[src/rtl/lutram_arb_pkg.sv]
// Shared types and constants for the LUTRAM arbiter: FSM encoding, stats width, clog2 helper.
package lutram_arb_pkg;

  typedef enum logic [1:0] {
    StInit  = 2'd0,
    StClear = 2'd1,
    StRun   = 2'd2
  } state_e;

  localparam int unsigned StatsWidth = 16;

  // Minimum of 1 so a 1-requester index still has a legal width.
  function automatic int unsigned clog2(input int unsigned n);
    int unsigned r;
    r = 1;
    for (int unsigned i = 1; i < 32; i++) begin
      if ((32'd1 << i) < n) r = i + 1;
    end
    return r;
  endfunction

endpackage

[src/rtl/rr_arbiter.sv]
// Round-robin arbiter: combinational one-hot grant searching upward from a rotating pointer.
module rr_arbiter
  import lutram_arb_pkg::*;
#(
  parameter int unsigned NUM_REQ = 2,
  localparam int unsigned IdxW   = clog2(NUM_REQ)
) (
  input  logic               clk,
  input  logic               rst,
  input  logic               i_en,
  input  logic [NUM_REQ-1:0] i_valid,
  output logic [NUM_REQ-1:0] o_grant,
  output logic [IdxW-1:0]    o_idx,
  output logic               o_any
);

  logic [IdxW-1:0] r_ptr;
  logic [IdxW-1:0] w_j;

  always_comb begin
    o_grant = '0;
    o_idx   = '0;
    o_any   = 1'b0;
    w_j     = '0;
    if (i_en) begin
      for (int unsigned k = 0; k < NUM_REQ; k++) begin
        w_j = IdxW'((32'(r_ptr) + k) % NUM_REQ);
        if (!o_any && i_valid[w_j]) begin
          o_any      = 1'b1;
          o_idx      = w_j;
          o_grant[w_j] = 1'b1;
        end
      end
    end
  end

  always_ff @(posedge clk) begin
    if (rst) begin
      r_ptr <= '0;
    end else if (o_any) begin
      r_ptr <= (32'(o_idx) == NUM_REQ - 1) ? '0 : o_idx + 1'b1;
    end
  end

endmodule

[src/rtl/lutram_arbiter.sv]
// Shares one single-port async-read LUTRAM between requesters after a mandatory clear pass.
// Optional per-requester grant / contention counters under LUTRAM_ARB_STATS_EN.
module lutram_arbiter
  import lutram_arb_pkg::*;
#(
  parameter int unsigned NUM_REQ = 2,
  parameter int unsigned A_WIDTH = 8,
  parameter int unsigned D_WIDTH = 1
) (
  input  logic                         clk,
  input  logic                         rst,
  input  logic [NUM_REQ-1:0]           i_req_valid,
  input  logic [NUM_REQ-1:0]           i_req_we,
  input  logic [NUM_REQ*A_WIDTH-1:0]   i_req_addr,
  input  logic [NUM_REQ*D_WIDTH-1:0]   i_req_wdata,
  output logic [NUM_REQ-1:0]           o_req_ready,
  output logic [NUM_REQ-1:0]           o_rsp_valid,
  output logic [D_WIDTH-1:0]           o_rsp_rdata,
  output logic                         o_init_done,
  output logic                         o_ram_we,
  output logic [A_WIDTH-1:0]           o_ram_a,
  output logic [D_WIDTH-1:0]           o_ram_d,
`ifdef LUTRAM_ARB_STATS_EN
  output logic [NUM_REQ*StatsWidth-1:0] o_stat_grants,
  output logic [StatsWidth-1:0]         o_stat_stalls,
`endif
  input  logic [D_WIDTH-1:0]           i_ram_o
);

  localparam int unsigned IdxW = clog2(NUM_REQ);

  state_e               r_state, w_state_next;
  logic [A_WIDTH-1:0]   r_cnt;
  logic [NUM_REQ-1:0]   r_rsp_valid;
  logic [D_WIDTH-1:0]   r_rsp_rdata;
  logic                 w_run, w_any, w_sel_we, w_rd_grant;
  logic [NUM_REQ-1:0]   w_grant;
  logic [IdxW-1:0]      w_idx;
  logic [A_WIDTH-1:0]   w_sel_addr;
  logic [D_WIDTH-1:0]   w_sel_wdata;

  assign w_run = (r_state == StRun);

  rr_arbiter #(
    .NUM_REQ(NUM_REQ)
  ) u_rr (
    .clk    (clk),
    .rst    (rst),
    .i_en   (w_run),
    .i_valid(i_req_valid),
    .o_grant(w_grant),
    .o_idx  (w_idx),
    .o_any  (w_any)
  );

  assign w_sel_we    = i_req_we[w_idx];
  assign w_sel_addr  = i_req_addr[32'(w_idx)*A_WIDTH +: A_WIDTH];
  assign w_sel_wdata = i_req_wdata[32'(w_idx)*D_WIDTH +: D_WIDTH];
  assign w_rd_grant  = w_any && !w_sel_we;

  always_comb begin
    w_state_next = r_state;
    unique case (r_state)
      StInit:  w_state_next = StClear;
      StClear: if (r_cnt == '1) w_state_next = StRun;
      StRun:   w_state_next = StRun;
      default: w_state_next = StInit;
    endcase
  end

  always_ff @(posedge clk) begin
    if (rst) begin
      r_state <= StInit;
      r_cnt   <= '0;
    end else begin
      r_state <= w_state_next;
      // Counter wraps to 0 on the final clear write; it is unused once in RUN.
      if (r_state == StInit)       r_cnt <= '0;
      else if (r_state == StClear) r_cnt <= r_cnt + 1'b1;
    end
  end

  always_comb begin
    o_ram_we = 1'b0;
    o_ram_a  = '0;
    o_ram_d  = '0;
    if (r_state == StClear) begin
      o_ram_we = 1'b1;
      o_ram_a  = r_cnt;
    end else if (w_any) begin
      o_ram_we = w_sel_we;
      o_ram_a  = w_sel_addr;
      if (w_sel_we) o_ram_d = w_sel_wdata;
    end
  end

  // Async-read RAM output is captured on the read-grant edge: 1-cycle response latency.
  always_ff @(posedge clk) begin
    if (rst) begin
      r_rsp_valid <= '0;
      r_rsp_rdata <= '0;
    end else begin
      r_rsp_valid <= w_rd_grant ? w_grant : '0;
      if (w_rd_grant) r_rsp_rdata <= i_ram_o;
    end
  end

  assign o_req_ready = w_grant;
  assign o_rsp_valid = r_rsp_valid;
  assign o_rsp_rdata = r_rsp_rdata;
  assign o_init_done = w_run;

`ifdef LUTRAM_ARB_STATS_EN
  logic [NUM_REQ*StatsWidth-1:0] r_stat_grants;
  logic [StatsWidth-1:0]         r_stat_stalls;

  always_ff @(posedge clk) begin
    if (rst) begin
      r_stat_grants <= '0;
      r_stat_stalls <= '0;
    end else begin
      for (int unsigned i = 0; i < NUM_REQ; i++) begin
        if (w_grant[i] && r_stat_grants[i*StatsWidth +: StatsWidth] != '1) begin
          r_stat_grants[i*StatsWidth +: StatsWidth] <=
              r_stat_grants[i*StatsWidth +: StatsWidth] + 1'b1;
        end
      end
      if (w_run && $countones(i_req_valid) > 1 && r_stat_stalls != '1) begin
        r_stat_stalls <= r_stat_stalls + 1'b1;
      end
    end
  end

  assign o_stat_grants = r_stat_grants;
  assign o_stat_stalls = r_stat_stalls;
`else
  // Statistics disabled: no counters are built.
`endif

endmodule

[config.mk]
export PLATFORM = sky130hd
export DESIGN_NAME = lutram_arbiter
export DESIGN_NICKNAME = d
export VERILOG_FILES = /design/src/rtl/lutram_arb_pkg.sv /design/src/rtl/rr_arbiter.sv /design/src/rtl/lutram_arbiter.sv
export SDC_FILE = /design/constraint.sdc
export NUM_CORES = 1
export LEC_CHECK = 0
export CAP_MARGIN = 15
export CORE_MARGIN = 1.5
export CORE_UTILIZATION = 43
export CTS_CLUSTER_DIAMETER = 150
export DETAILED_ROUTE_END_ITERATION = 7
export GPL_ROUTABILITY_DRIVEN = 0
export HOLD_SLACK_MARGIN = 0.06
export PLACE_DENSITY = 0.84
export SLEW_MARGIN = 20
export SYNTH_ARGS = -nofsm -noshare
export SYNTH_HDL_FRONTEND = slang
export SYNTH_SLANG_ARGS = --single-unit
[constraint.sdc]
create_clock -name clk -period 2.7 [get_ports clk]
set_input_delay 0.54 -clock clk [delete_from_list [all_inputs] [get_ports clk]]
set_output_delay 0.54 -clock clk [all_outputs]
set_load 0.02 [all_outputs]
# Word level (Yosys, flattened, before mapping)
# Cells that the tools add are included.
# op_classes
order_cmp	5
eq_ne	4
n_addsub	3
multipliers	0
bitwise	2
div_mod_pow	0
shift	2
muxes	31
reduce_logical	9
# ops
cell	n
$mux 1	21
$mux 8	2
$shiftx 16x5->8	1
$mux 2	5
$add 8x1->8 const B	1
$eq 8x8->1 const B	1
$lt 1x2->1 const B	3
$pmux 2 s3	1
$logic_and 1x1->1	4
$reduce_or 2->1	2
$add 1x1->1 const B	2
$demux 1 s1	2
$eq 2x1->1 const B	1
$eq 2x2->1 const B	1
$ge 1x1->1 const B	2
$logic_not 1->1	2
$logic_not 2->1	1
$ne 2x2->1 const B	1
$or 2x2->2	1
$shiftx 2x2->1	1
$not 1->1	1
# totals
latch_bits	0
ram_bits	0
inputBits	25
word_cells	61
mem_bits_ro	0
register_bits	14
output_inout_bits	16
n_memories	0

# Depth between registers and ports, before layout
# Gate-level depths: netlist of run 1.
# logic_depth
word_depth	14
depth_mapped	7
mapped_depth_nobuf	6

# Hierarchy
# A second synthesis of run 1 with hierarchy kept.
# unflattened
cells_unflattened	106
hier_area_um2	868.3
# by_module_without_submodules
module	area_per_inst_um2	seq_area_each_um2	cells_each	n_inst
lutram_arbiter	793.3	260.2	95	1
rr_arbiter	75.1	20.0	11	1

# Worst setup path before layout of run 1
# OpenSTA, ideal clock, no wires.
# synth_path
path_type	register to output
start	register r_state[0]
end	output port o_ram_a[1]
stages_incl_launch_ff	8
arrival_ps	1776
slack_ps	384
required_ps	2160
path_buffers	2
path_cell_list	dfxtp_1 inv_1 ha_1 and3_4 buf_6 buf_12 mux2i_1 o21ai_0
# synth_via
elab_chain_cells	5
word_cells_on_any_way	7
cone_classes	eq/ne: 2; shift: 1; mux: 4
# synth_rtl
element	line	source
from (decl)	lutram_arbiter.sv:32	state_e r_state, w_state_next;
from (signal assigned)	lutram_arbiter.sv:73	r_state <= StInit;
from (signal assigned)	lutram_arbiter.sv:76	r_state <= w_state_next;
$eq 2x2->1 (*)	lutram_arbiter.sv:42	assign w_run = (r_state == StRun);
net o_init_done	lutram_arbiter.sv:19	output logic o_init_done,
$mux 1	rr_arbiter.sv:25	if (i_en) begin
$shiftx 16x5->8	lutram_arbiter.sv:57	assign w_sel_addr = i_req_addr[32'(w_idx)*A_WIDTH +: A_WIDTH];
$mux 8 (*)	lutram_arbiter.sv:90	end else if (w_any) begin
$mux 8 (*)	lutram_arbiter.sv:87	if (r_state == StClear) begin
to (decl)	lutram_arbiter.sv:21	output logic [A_WIDTH-1:0] o_ram_a,
# The timed path passes the listed nets; every way through them passes the cells marked *.

# Worst setup path after layout of run 1
# layout_path
start	input port i_req_valid[0]
end	output port o_ram_a[7]
# layout_via
elab_chain_cells	11
word_cells_on_any_way	16
cone_classes	shift: 1; mux: 13; reduce/logical: 2
# layout_rtl
element	line	source
from (decl)	lutram_arbiter.sv:12	input logic [NUM_REQ-1:0] i_req_valid,
$mux 1 (not written as such) (2 in series)	rr_arbiter.sv:28	if (!o_any && i_valid[w_j]) begin
$mux 1	rr_arbiter.sv:28	
$mux 1	rr_arbiter.sv:25	
$logic_not 1->1	rr_arbiter.sv:28	
$logic_and 1x1->1	rr_arbiter.sv:28	
$mux 1	rr_arbiter.sv:28	
$mux 1	rr_arbiter.sv:25	
$shiftx 16x5->8	lutram_arbiter.sv:57	
$mux 8 (*)	lutram_arbiter.sv:90	
$mux 8 (*)	lutram_arbiter.sv:87	
# Every way passes the cells marked *; elsewhere a longest branch is shown, timed or not. The select of a mux whose other input is x is not followed.

==> metrics.md, run 1 <==
| Metric | Value |
|---|---|
| Count of input and output buffers | 40 |
| DR DRC count | 0 |
| Detail Placement HPWL | 1730 µm |
| Slew headroom | 0.777 |
| Post-synthesis compound-gate area fraction | 0.129 |
| Root buffer cell | clkbuf_4 |
| I/O Pins | 41 |
| Worst path max stage delay | 0.56 ns |
| Design area | 0.00134 mm² |
| N_diodes | 0 |
| Critical Path AT | 2.08 ns |
| Top cells by area, synth | dfxtp_1, mux2i_1, ha_1 |
| Max-cap violations | 0 |
| Multiplexer share of the synthesized area | 0.138 |
| CP max FO | 6 |
| Worst path slowest cell | clkdlybuf4s50_1 |
| Synthesized instance count | 101 |
| Routed Antenna Nets | 0 |
| Placed Cells | 169 |
| Initial DRC Count | 4 |
| CTS tree | yes |
| Cell Count, Final, Fillers Out | 174 |
| Layout Utilization | 0.689 |
| Clk_skew | 0.00213 ns |
| Post-synth top cells | dfxtp_1, mux2i_1, nor2_1 |
| Number of synthesized flops with an enable pin | 0 |
| Post-synthesis simple-gate area fraction | 0.224 |
| Synth Area in Adders | 0.0576 |
| Largest area contributor in the netlist | dfxtp_1 |
| Filler cell count | 187 |
| Row count | 16 |
| DR vias | 884 |
| Clock transition at path regs | 0.09 ns |
| Reg2Reg Setup Slack | 1.11 ns |
| Cts hold-fix bufs | 0 |
| Largest net degree at the start of global routing | 14 |
| Synth warnings | 0 |
| Die area | 0.00230 mm² |
| Detail-routed net length per standard cell | 12.9 µm |
| CTS Buf Count | 3 |
| Cells along the critical path | clkdlybuf4s50_1, nand2b_4, and3_2, mux2i_1, o21ai_0, dlygate4sd2_1 |
| Ratio of final minimum period to clock period | 0.972 |
| Count leader, synth | dfxtp_1 |
| Total GRT Usage | 0.191 |
| First-pass GRT wire length | 3080 µm |
| DP Worst Slack | -0.197 ns |
| Worst Hold Class | register to register |
| Starting Density | 0.448 |
| Area growth syn-to-layout | 54.0% |
| Post-synth top area share | 0.322 |
| Vias in the first global route | 768 |
| DR vias/cell | 5.08 |
| Worst r2r dst | o_rsp_valid[1]$_SDFF_PP0_ |
| Reg2Reg Depth | 6 |
| CP Capture Point | o_ram_a[7] |
| Die height | 48.0 µm |
| Critical Path End Type | output port |
| Crit path kind | primary input to output port |
| Syn_area_per_cell | 8.61 µm² |
| Post-Route WL | 2250 µm |
| Final setup margin | 0.0764 ns |
| CTS H-tree lvls | 1 |
| Final #Nets | 177 |
| Initial antenna violation count | 0 |
| Fmax | 0.381 GHz |
| CP startpoint kind | primary input |
| Pwr dens | 538 mW/mm² |
| DIE WIDTH | 48.0 µm |
| Worst-margin pin slew | 0.335 ns |
| Main synth FF type | dfxtp_1 |
| Post-layout min period | 2.62 ns |
| Reg2reg start | r_state[0]$_SDFFE_PP0P_ |
| Total negative setup slack | 0 ns |
| Overflow after GRT | 0 |
| Power Total | 0.720 mW |
| Share of cells above drive strength 1 | 0.109 |
| Final Max Slew Viols | 0 |
| Leakage power | 0.554 nW |
| Main combinational cell family by area after synthesis | simple AND/OR/NAND/NOR gates |
| DP Area | 0.00130 mm² |
| Seq cells post-synth | 14 |
| Syn Nets | 130 |
| Endpoints failing hold | 0 |
| Sequential area share after synthesis | 0.322 |
| Clock buffer depth | 2 |
| Critical path origin | i_req_valid[0] |
| Clock Sinks | 14 |
| Async S/R FF share, synth | 0 |
| Core Area | 0.00194 mm² |
| Outcome | completed |
| Finish-stage setup viols | 0 |
| Post-Synth XOR/XNOR Area | 0.0604 |
| Cell Area, Synth | 870 µm² |
| Drt first pass iters | 4 |
| RSZ-0062 raised after global routing | no |
| Clock Latency Late Sink | 0.28 ns |
| Yosys cell types | 32 |
| VDD IR max | 0.000419 V |
| Data required time at the worst endpoint | 2.16 ns |
| Final Hold Slack | 0.514 ns |
[routing by layer]
layer	vias up	share of wire	routed length, µm	global-route usage
met1	402	0.44	983	0.216
li1	444	-	-	-
met5	-	0	0	0
met3	2	0.064	145	0.0264
met2	36	0.49	1110	0.360
met4	0	0.0058	13	0.0649
[registers in the layout, indices dropped and copies added, names as in the netlist]
register / flops
r_cnt: 8
r_state: 2
u_rr.r_ptr: 1
o_rsp_rdata: 1
o_rsp_valid: 2
[power breakdown]
part	switching [mW]	internal, mW
registers	0.0170	0.226
clock network	0.0699	0.0820
logic	0.170	0.155
total	0.257	0.463
[cells in the final DEF, fill, tap and decap left out, types with 3 or more instances in the layout]
master,n
dfxtp_1,14
o21ai_1,3
nand2_1,9
mux2i_1,12
dlygate4sd2_1,8
clkbuf_4,3
inv_1,5
a21oi_1,3
nor2_1,11
o21ai_0,7
ha_1,4
nand4_1,3
buf_4,5
clkdlybuf4s50_1,28
xor2_1,4
[worst min-delay path by stage]
stage	depth (start not counted)	from	to	slack [ns]
final	2	r_cnt[6]$_SDFFE_PP0P_	r_cnt[6]$_SDFFE_PP0P_	0.51
after global routing	1	u_rr.r_ptr$_SDFFE_PP0P_	u_rr.r_ptr$_SDFFE_PP0P_	0.55
after CTS	1	u_rr.r_ptr$_SDFFE_PP0P_	u_rr.r_ptr$_SDFFE_PP0P_	0.51
after detailed placement	1	u_rr.r_ptr$_SDFFE_PP0P_	u_rr.r_ptr$_SDFFE_PP0P_	0.49
after global placement	2	o_rsp_rdata$_SDFFE_PP0P_	o_rsp_rdata$_SDFFE_PP0P_	0.48
after floorplan	1	u_rr.r_ptr$_SDFFE_PP0P_	u_rr.r_ptr$_SDFFE_PP0P_	0.46
[final cells by class]
type                       instances  area, µm²  area share
timing repair buffer              45        428       0.320
multi-input combinational         79        542       0.405
inverter                           5       18.8      0.0140
tap                               27       33.8      0.0252
clock buffer                       4       36.3      0.0271
sequential                        14        280       0.209
[what timing repair did]
| action | in CTS | in global routing |
|---|---|---|
| setup endpoints to repair | 11 | 5 |
| resized for setup | 11 | 6 |
| gates cloned | 0 | 1 |
| setup buffers | 0 | 0 |
[kinds of logic (layout without fill, tap and decap cells)]
group	Yosys count	count (layout)
buffers and inverters	9	54
muxes	12	12
adders and majority gates	4	4
and+or+nand+nor	37	38
xor gates and xnor gates	6	6
AOI/OAI and AO/OA	19	19
DFF	14	14
[critical path, delay by kind of cell]
kind                   cells  cell delay (ns)
multiplexers               1             0.14
AND/OR/NAND/NOR            2             0.36
buffers and inverters      2             0.91
AO/OA/AOI/OAI              1             0.13
Power figures use the tool's default switching activity.
==> inputs of run 2 (changes only) <==
- ABC_AREA: unset -> 1
- CORE_UTILIZATION: 43 -> 45
==> metrics.md, run 2 <==
| Metric | Value |
|---|---|
| Synth warnings | 0 |
| Worst Hold Class | register to register |
| Clock transition at path regs | 0.08 ns |
| Initial antenna violation count | 0 |
| Commonest cells after routing, fill and taps aside | nand2_1, clkdlybuf4s50_1, inv_1, nor2_1, dfxtp_1 |
| CTS tree | yes |
| Core Area | 0.00198 mm² |
| Endpoints failing hold | 0 |
| CTS H-tree lvls | 1 |
| Max-cap violations | 0 |
| DP Worst Slack | -0.0852 ns |
| CP startpoint kind | primary input |
| Final #Nets | 230 |
| Power Total | 0.960 mW |
| Routed Antenna Nets | 0 |
| Most common cell after layout, fill and taps aside | nand2_1 |
| Max reg flops | 8 |
| Reg2Reg Setup Slack | 1.12 ns |
| CP max FO | 16 |
| Worst path slowest cell | clkdlybuf4s50_1 |
| Crit path kind | primary input to output port |
| First-pass GRT wire length | 4170 µm |
| I/O Pins | 41 |
| Die area | 0.00241 mm² |
| Critical Path AT | 1.96 ns |
| Detail Placement HPWL | 2070 µm |
| Post-synth top cells | nand2_1, inv_1, nor2_1 |
| Crit-path leading delay family | buffers and inverters |
| Worst path max stage delay | 0.47 ns |
| Syn Nets | 179 |
| DIE WIDTH | 49.1 µm |
| Seq cells post-synth | 14 |
| N_diodes | 0 |
| VDD IR max | 0.000672 V |
| Outcome | completed |
| Leakage power | 0.730 nW |
| RSZ-0062 raised after global routing | no |
| Starting Density | 0.482 |
| Detail-routed net length per standard cell | 11.0 µm |
| Clock Sinks | 14 |
| Design area | 0.00146 mm² |
| DP Area | 0.00143 mm² |
| Top cells by area, synth | dfxtp_1, nand2_1, inv_1 |
| CTS Buf Count | 3 |
| Cts hold-fix bufs | 0 |
| Fmax | 0.401 GHz |
| Total GRT Usage | 0.225 |
| Clock buffer depth | 2 |
| Final setup margin | 0.205 ns |
| Initial DRC Count | 23 |
| Row count | 16 |
| Sequential area share after synthesis | 0.294 |
| Clock Latency Late Sink | 0.29 ns |
| Syn_area_per_cell | 6.36 µm² |
| Worst Path Buf+Inv | 3 |
| Largest net degree at the start of global routing | 17 |
| Drt first pass iters | 6 |
| Critical Path End Type | output port |
| Clk_skew | 0.00142 ns |
| Root buffer cell | clkbuf_4 |
| Cell Area, Synth | 955 µm² |
| Data required time at the worst endpoint | 2.16 ns |
| Slew headroom | 0.782 |
| DR vias | 1,071 |
| Final Max Slew Viols | 0 |
| Yosys cell types | 21 |
| Largest area contributor in the netlist | dfxtp_1 |
| Area growth syn-to-layout | 53.1% |
| Finish-stage setup viols | 0 |
| Post-Route WL | 2500 µm |
| Die height | 49.1 µm |
| Post-synth top area share | 0.294 |
| Overflow after GRT | 0 |
| DR DRC count | 0 |
| Synthesized instance count | 150 |
| Number of synthesized flops with an enable pin | 0 |
| Vias in the first global route | 1,004 |
| DR vias/cell | 4.72 |
| Largest Register | r_cnt |
| Count of input and output buffers | 40 |
| Count leader, synth | nand2_1 |
| Post-layout min period | 2.50 ns |
| Worst-margin pin slew | 0.325 ns |
| Worst path most repeated cell | nand2_1 |
| Share of cells above drive strength 1 | 0.150 |
| Cells along the critical path | clkdlybuf4s50_1, nand2_2, inv_2, nand2_4, nand2_1, nand2_1, o21ai_0, dlygate4sd2_1 |
| Async S/R FF share, synth | 0 |
| Pwr dens | 657 mW/mm² |
| Main synth FF type | dfxtp_1 |
| Ratio of final minimum period to clock period | 0.924 |
## run 2: kinds of logic after synthesis
| family | Yosys count | synth area share |
|---|---|---|
| adder cells (fa/ha/maj) | 4 | 0.0524 |
| buffers and inverters | 29 | 0.130 |
| AND/OR/NAND/NOR | 77 | 0.377 |
| AO/OA/AOI/OAI | 26 | 0.147 |
| flip-flops | 14 | 0.294 |
## run 2: final timing paths
kind,cells past startpoint,to,startpoint
setup / recovery,8,o_ram_we,i_req_valid[1]
hold / removal,2,u_rr.r_ptr$_SDFFE_PP0P_,u_rr.r_ptr$_SDFFE_PP0P_
setup reg to reg,11,o_rsp_rdata$_SDFFE_PP0P_,r_state[0]$_SDFFE_PP0P_
hold reg to reg,2,u_rr.r_ptr$_SDFFE_PP0P_,u_rr.r_ptr$_SDFFE_PP0P_
## run 2: layer usage
layer  routed length (µm)  track usage  share of wire
met4                   59        0.133          0.024
met5                    0            0              0
met1                 1140        0.273           0.46
met3                  100       0.0153          0.040
met2                 1200        0.385           0.48
## run 2: worst min-delay path: cells and delay by family, from the launching register on
family	cells	cell delay, ns
compound gates	1	0.05
flops	1	0.32
simple gates	1	0.07
## run 2: what timing repair did
action,in CTS,in global routing
endpoints found under the setup margin,9,3
resized for setup,9,4
buffers inserted,0,0
## run 2: cell type report
type | instances | area, µm²
multi-input cells | 107 | 551
well taps | 27 | 33.8
inverters | 27 | 104
fillers | 159 | 520
flip-flops and latches | 14 | 280
repair buffers | 48 | 457
clock buffers | 4 | 36.3
## run 2: report_power, final
part	switching, mW	leakage [nW]	total [mW]	internal, mW
Sequential	0.0178	0.113	0.251	0.233
Clock	0.0706	0.0210	0.153	0.0822
Combinational	0.320	0.596	0.556	0.237
Total	0.408	0.730	0.960	0.552
## run 2: through the flow
stage | TNS (ns) | hold WS [ns] | util | instances
finish | 0 | 0.483 | 0.737 | 227
global route | 0 | 0.498 | 0.737 | 227
CTS | 0 | 0.481 | 0.732 | 227
detailed placement | -0.343 | 0.469 | 0.720 | 223
global placement | -0.109 | 0.460 | 0.720 | 223
floorplan | 0 | 0.433 | - | 150
==> inputs of run 3 (changes only) <==
- CORE_ASPECT_RATIO: unset -> 1.5
- GPL_ROUTABILITY_DRIVEN: 0 -> 1
==> metrics.md, run 3 (synthesis gave the netlist of run 2 again) <==
| Metric | Value |
|---|---|
| Outcome | completed |
| Post-Route WL | 2530 µm |
| CTS H-tree lvls | 1 |
| Crit path kind | primary input to output port |
| I/O Pins | 41 |
| Reg2Reg Setup Slack | 1.11 ns |
| Multi-input gate area | 551 µm² |
| DR vias | 1,099 |
| Starting Density | 0.471 |
| Final #Nets | 230 |
| Data required time at the worst endpoint | 2.16 ns |
| Vias in the first global route | 981 |
| Drt first pass iters | 4 |
| Final Max Slew Viols | 0 |
| Worst Hold Class | register to register |
| Clock Sinks | 14 |
| Commonest cells after routing, fill and taps aside | nand2_1, clkdlybuf4s50_1, inv_1, nor2_1, dfxtp_1 |
| Critical Path AT | 1.96 ns |
| Clock Latency Late Sink | 0.28 ns |
| Finish-stage setup viols | 0 |
| Largest net degree at the start of global routing | 17 |
| CP startpoint kind | primary input |
| Routed Antenna Nets | 0 |
| Total GRT Usage | 0.235 |
| Die area | 0.00241 mm² |
| CP max FO | 16 |
| Critical Path End Type | output port |
| Post-CTS setup buffer count | 0 |
| Count of input and output buffers | 40 |
| Reg2Reg Depth | 10 |
| First-pass GRT wire length | 3970 µm |
| Root buffer cell | clkbuf_4 |
| Max-cap violations | 0 |
| Ratio of final minimum period to clock period | 0.926 |
| Die height | 59.4 µm |
| Post-layout min period | 2.50 ns |
| DR DRC count | 0 |
| Hold Path Depth | 2 |
| Placed Cells | 218 |
| Detail Placement HPWL | 2070 µm |
| Post-cts repair resize count | 10 |
| CTS Buf Count | 3 |
| DR vias/cell | 4.97 |
| Row count | 20 |
| Core Area | 0.00203 mm² |
| CP Capture Point | o_ram_we |
| Slew headroom | 0.766 |
| CTS tree | yes |
| Pwr dens | 637 mW/mm² |
| Worst-margin pin slew | 0.350 ns |
| Largest Register | r_cnt |
| Leakage power | 0.712 nW |
| Reg2reg start | r_state[0]$_SDFFE_PP0P_ |
| Initial DRC Count | 20 |
| Area growth syn-to-layout | 50.3% |
| RSZ-0062 raised after global routing | no |
| Cts hold-fix bufs | 0 |
| Clock transition at path regs | 0.08 ns |
| Fmax | 0.400 GHz |
| Worst r2r dst | o_rsp_valid[1]$_SDFF_PP0_ |
| Share of cells above drive strength 1 | 0.146 |
| VDD IR max | 0.000507 V |
| N_diodes | 0 |
| Initial antenna violation count | 0 |
| Clk_skew | 0.00206 ns |
| Placer Congestion | 0.809 |
| Register area | 280 µm² |
| Layout Utilization | 0.708 |
| DIE WIDTH | 40.6 µm |
| Clock buffer depth | 2 |
| Filler cell count | 179 |
| Max reg flops | 8 |
| Cell Count, Final, Fillers Out | 221 |
| Detail-routed net length per standard cell | 11.5 µm |
| Most common cell after layout, fill and taps aside | nand2_1 |
| Overflow after GRT | 0 |
| Critical path origin | i_req_valid[1] |
| Endpoints failing hold | 0 |
run 3: worst min-delay path by stage:
stage | slack [ns] | endpoint | start
final | 0.47 | u_rr.r_ptr$_SDFFE_PP0P_ | u_rr.r_ptr$_SDFFE_PP0P_
after global routing | 0.51 | u_rr.r_ptr$_SDFFE_PP0P_ | u_rr.r_ptr$_SDFFE_PP0P_
after CTS | 0.48 | u_rr.r_ptr$_SDFFE_PP0P_ | u_rr.r_ptr$_SDFFE_PP0P_
after detailed placement | 0.46 | u_rr.r_ptr$_SDFFE_PP0P_ | u_rr.r_ptr$_SDFFE_PP0P_
after global placement | 0.45 | u_rr.r_ptr$_SDFFE_PP0P_ | u_rr.r_ptr$_SDFFE_PP0P_
after floorplan | 0.43 | u_rr.r_ptr$_SDFFE_PP0P_ | u_rr.r_ptr$_SDFFE_PP0P_
run 3: report_power, final:
group / internal, mW / switching (mW)
logic: 0.233 / 0.314
clock network: 0.0517 / 0.0642
registers: 0.233 / 0.0185
run 3: final cells by class:
| cell class | count | share of cell area |
|---|---|---|
| Tap cell | 22 | 0.0192 |
| Inverter | 27 | 0.0706 |
| Multi-Input combinational cell | 107 | 0.384 |
| Timing Repair Buffer | 48 | 0.316 |
| Sequential cell | 14 | 0.195 |
| Clock buffer | 3 | 0.0157 |
run 3: layer usage:
layer / track usage / wire, µm / share of wire
met1: 0.260 / 1040 / 0.41
met2: 0.392 / 1230 / 0.49
met3: 0.0677 / 202 / 0.080
met4: 0.105 / 57 / 0.023
met5: 0 / 0 / 0
run 3: critical path: stages:
cell and delay (ns):
clkdlybuf4s50_1 0.47, nand2_2 0.07, inv_2 0.08, nand2_4 0.12, nand2_1 0.09, nand2_1 0.09
o21ai_0 0.15, dlygate4sd2_1 0.35
run 3: through the flow:
stage	hold slack [ns]	instance area (µm²)	setup slack (ns)	setup TNS (ns)	power (mW)
global placement	0.455	1420	-0.0260	-0.112	0.821
global route	0.506	1440	0.0441	0	0.995
finish	0.472	1440	0.200	0	0.915
CTS	0.476	1430	0.0137	0	0.923
floorplan	0.433	955	0.584	0	0.605
detailed placement	0.463	1420	-0.0915	-0.397	0.835
==> RTL edit (settings of run 3) <==
`A_WIDTH`: 8 -> 10.
--- a/src/rtl/lutram_arbiter.sv
+++ b/src/rtl/lutram_arbiter.sv
@@ -5,5 +5,5 @@
 #(
   parameter int unsigned NUM_REQ = 2,
-  parameter int unsigned A_WIDTH = 8,
+  parameter int unsigned A_WIDTH = 10,
   parameter int unsigned D_WIDTH = 1
 ) (
Ports: changed (resized i_req_addr and o_ram_a); port bits go from 41 to 47. The function was not compared with the original's and may differ.
==> RTL edit against run 3 <==
Setup slack lost 0.052 ns. Final area grew 9.9%. Sequential cell count grew 2. Synthesized cell count grew 18%. Sequential share of layout area grew 0.79 points. Clock skew is essentially flat. Total power grew 4.5%. Combinational power shrank 6.4%. Area after synthesis grew 11%. Wire length grew 12%.
==> RTL edit: results (changes against run 3) <==
| Metric | Value |
|---|---|
| Met1 Usage GRT | `0.241 (was 0.260)` |
| Total wirelength of the detailed-routed design | `2.83 mm (was 2.53 mm)` |
| Result of the run | `complete, no violations (unchanged)` |
| Combined global-route utilization of all metal layers | `0.234 (was 0.235)` |
| Number of flip-flops in the largest register | `10 (was 8)` |
| Drt first-iter violations | `25 (was 20)` |
| Routed length on met3 | `144 um (was 202 um)` |
| Ratio of cells with drive above 1 in the final layout | `0.0789 (was 0.146)` |
| Worst setup endpoint | `o_ram_a[1] (was o_ram_we)` |
| Fraction of the mapped netlist area in compound gates | `0.148 (was 0.147)` |
| Worst setup slack before clock tree synthesis | `-0.147 ns (was -0.0915 ns)` |
| Area share of xor/xnor cells in the synthesized design | `0.00824 (was 0)` |
| Met2 WL post-DR | `1.50 mm (was 1.23 mm)` |
| Vias in the first global route | `1251 (was 981)` |
| GR Layer Usage met2 | `0.422 (was 0.392)` |
| Wire length the detailed router placed on met1 | `1.13 mm (was 1.04 mm)` |
| Fraction of the yosys area taken by sequential cells | `0.302 (was 0.294)` |
| Synth area leaders | `sky130_fd_sc_hd__dfxtp_1, sky130_fd_sc_hd__nand2_1, sky130_fd_sc_hd__nor2_1 (was sky130_fd_sc_hd__dfxtp_1, sky130_fd_sc_hd__nand2_1, sky130_fd_sc_hd__inv_1)` |
| Hold_ws | `0.477 ns (was 0.472 ns)` |
| Net switching share of the total power | `0.425 (was 0.434)` |
| Worst slew margin relative to its limit | `0.618 (was 0.766)` |
| Weighted congestion at the end of routability-driven global placement | `0.784 (was 0.809)` |
| Post-Route Skew | `0.00224 ns (was 0.00206 ns)` |
| Cells on worst reg2reg path | `6 (was 10)` |
| Number of non-filler instances in the completed layout | `251 (was 221)` |
[RTL edit: power by group through the flow]
| stage | clock network, uW | registers [uW] | logic [uW] |
|---|---|---|---|
| 2_1_floorplan | 0 | 286 | 333 |
| 3_3_place_gp | 0 | 283 | 527 |
| 3_5_place_dp | 0 | 286 | 545 |
| 4_1_cts | 166 | 280 | 513 |
| 5_1_grt | 177 | 284 | 577 |
| 6_report | 163 | 280 | 512 |
[RTL edit: kinds of logic (layout without fill, tap and decap cells)]
kind of cell | Yosys count | after routing
DFF | 16 | 16
adders and majority gates | 4 | 4
buffers and inverters | 32 | 83
AOI/OAI and AO/OA | 31 | 31
xor gates and xnor gates | 1 | 1
and+or+nand+nor | 93 | 93
[RTL edit: cell type report]
class | instances | area (um^2)
fillers | 208 | 657
multi-input cells | 129 | 617
repair buffers | 50 | 465
flip-flops and latches | 16 | 320
inverters | 29 | 109
clock buffers | 4 | 36.3
well taps | 23 | 28.8
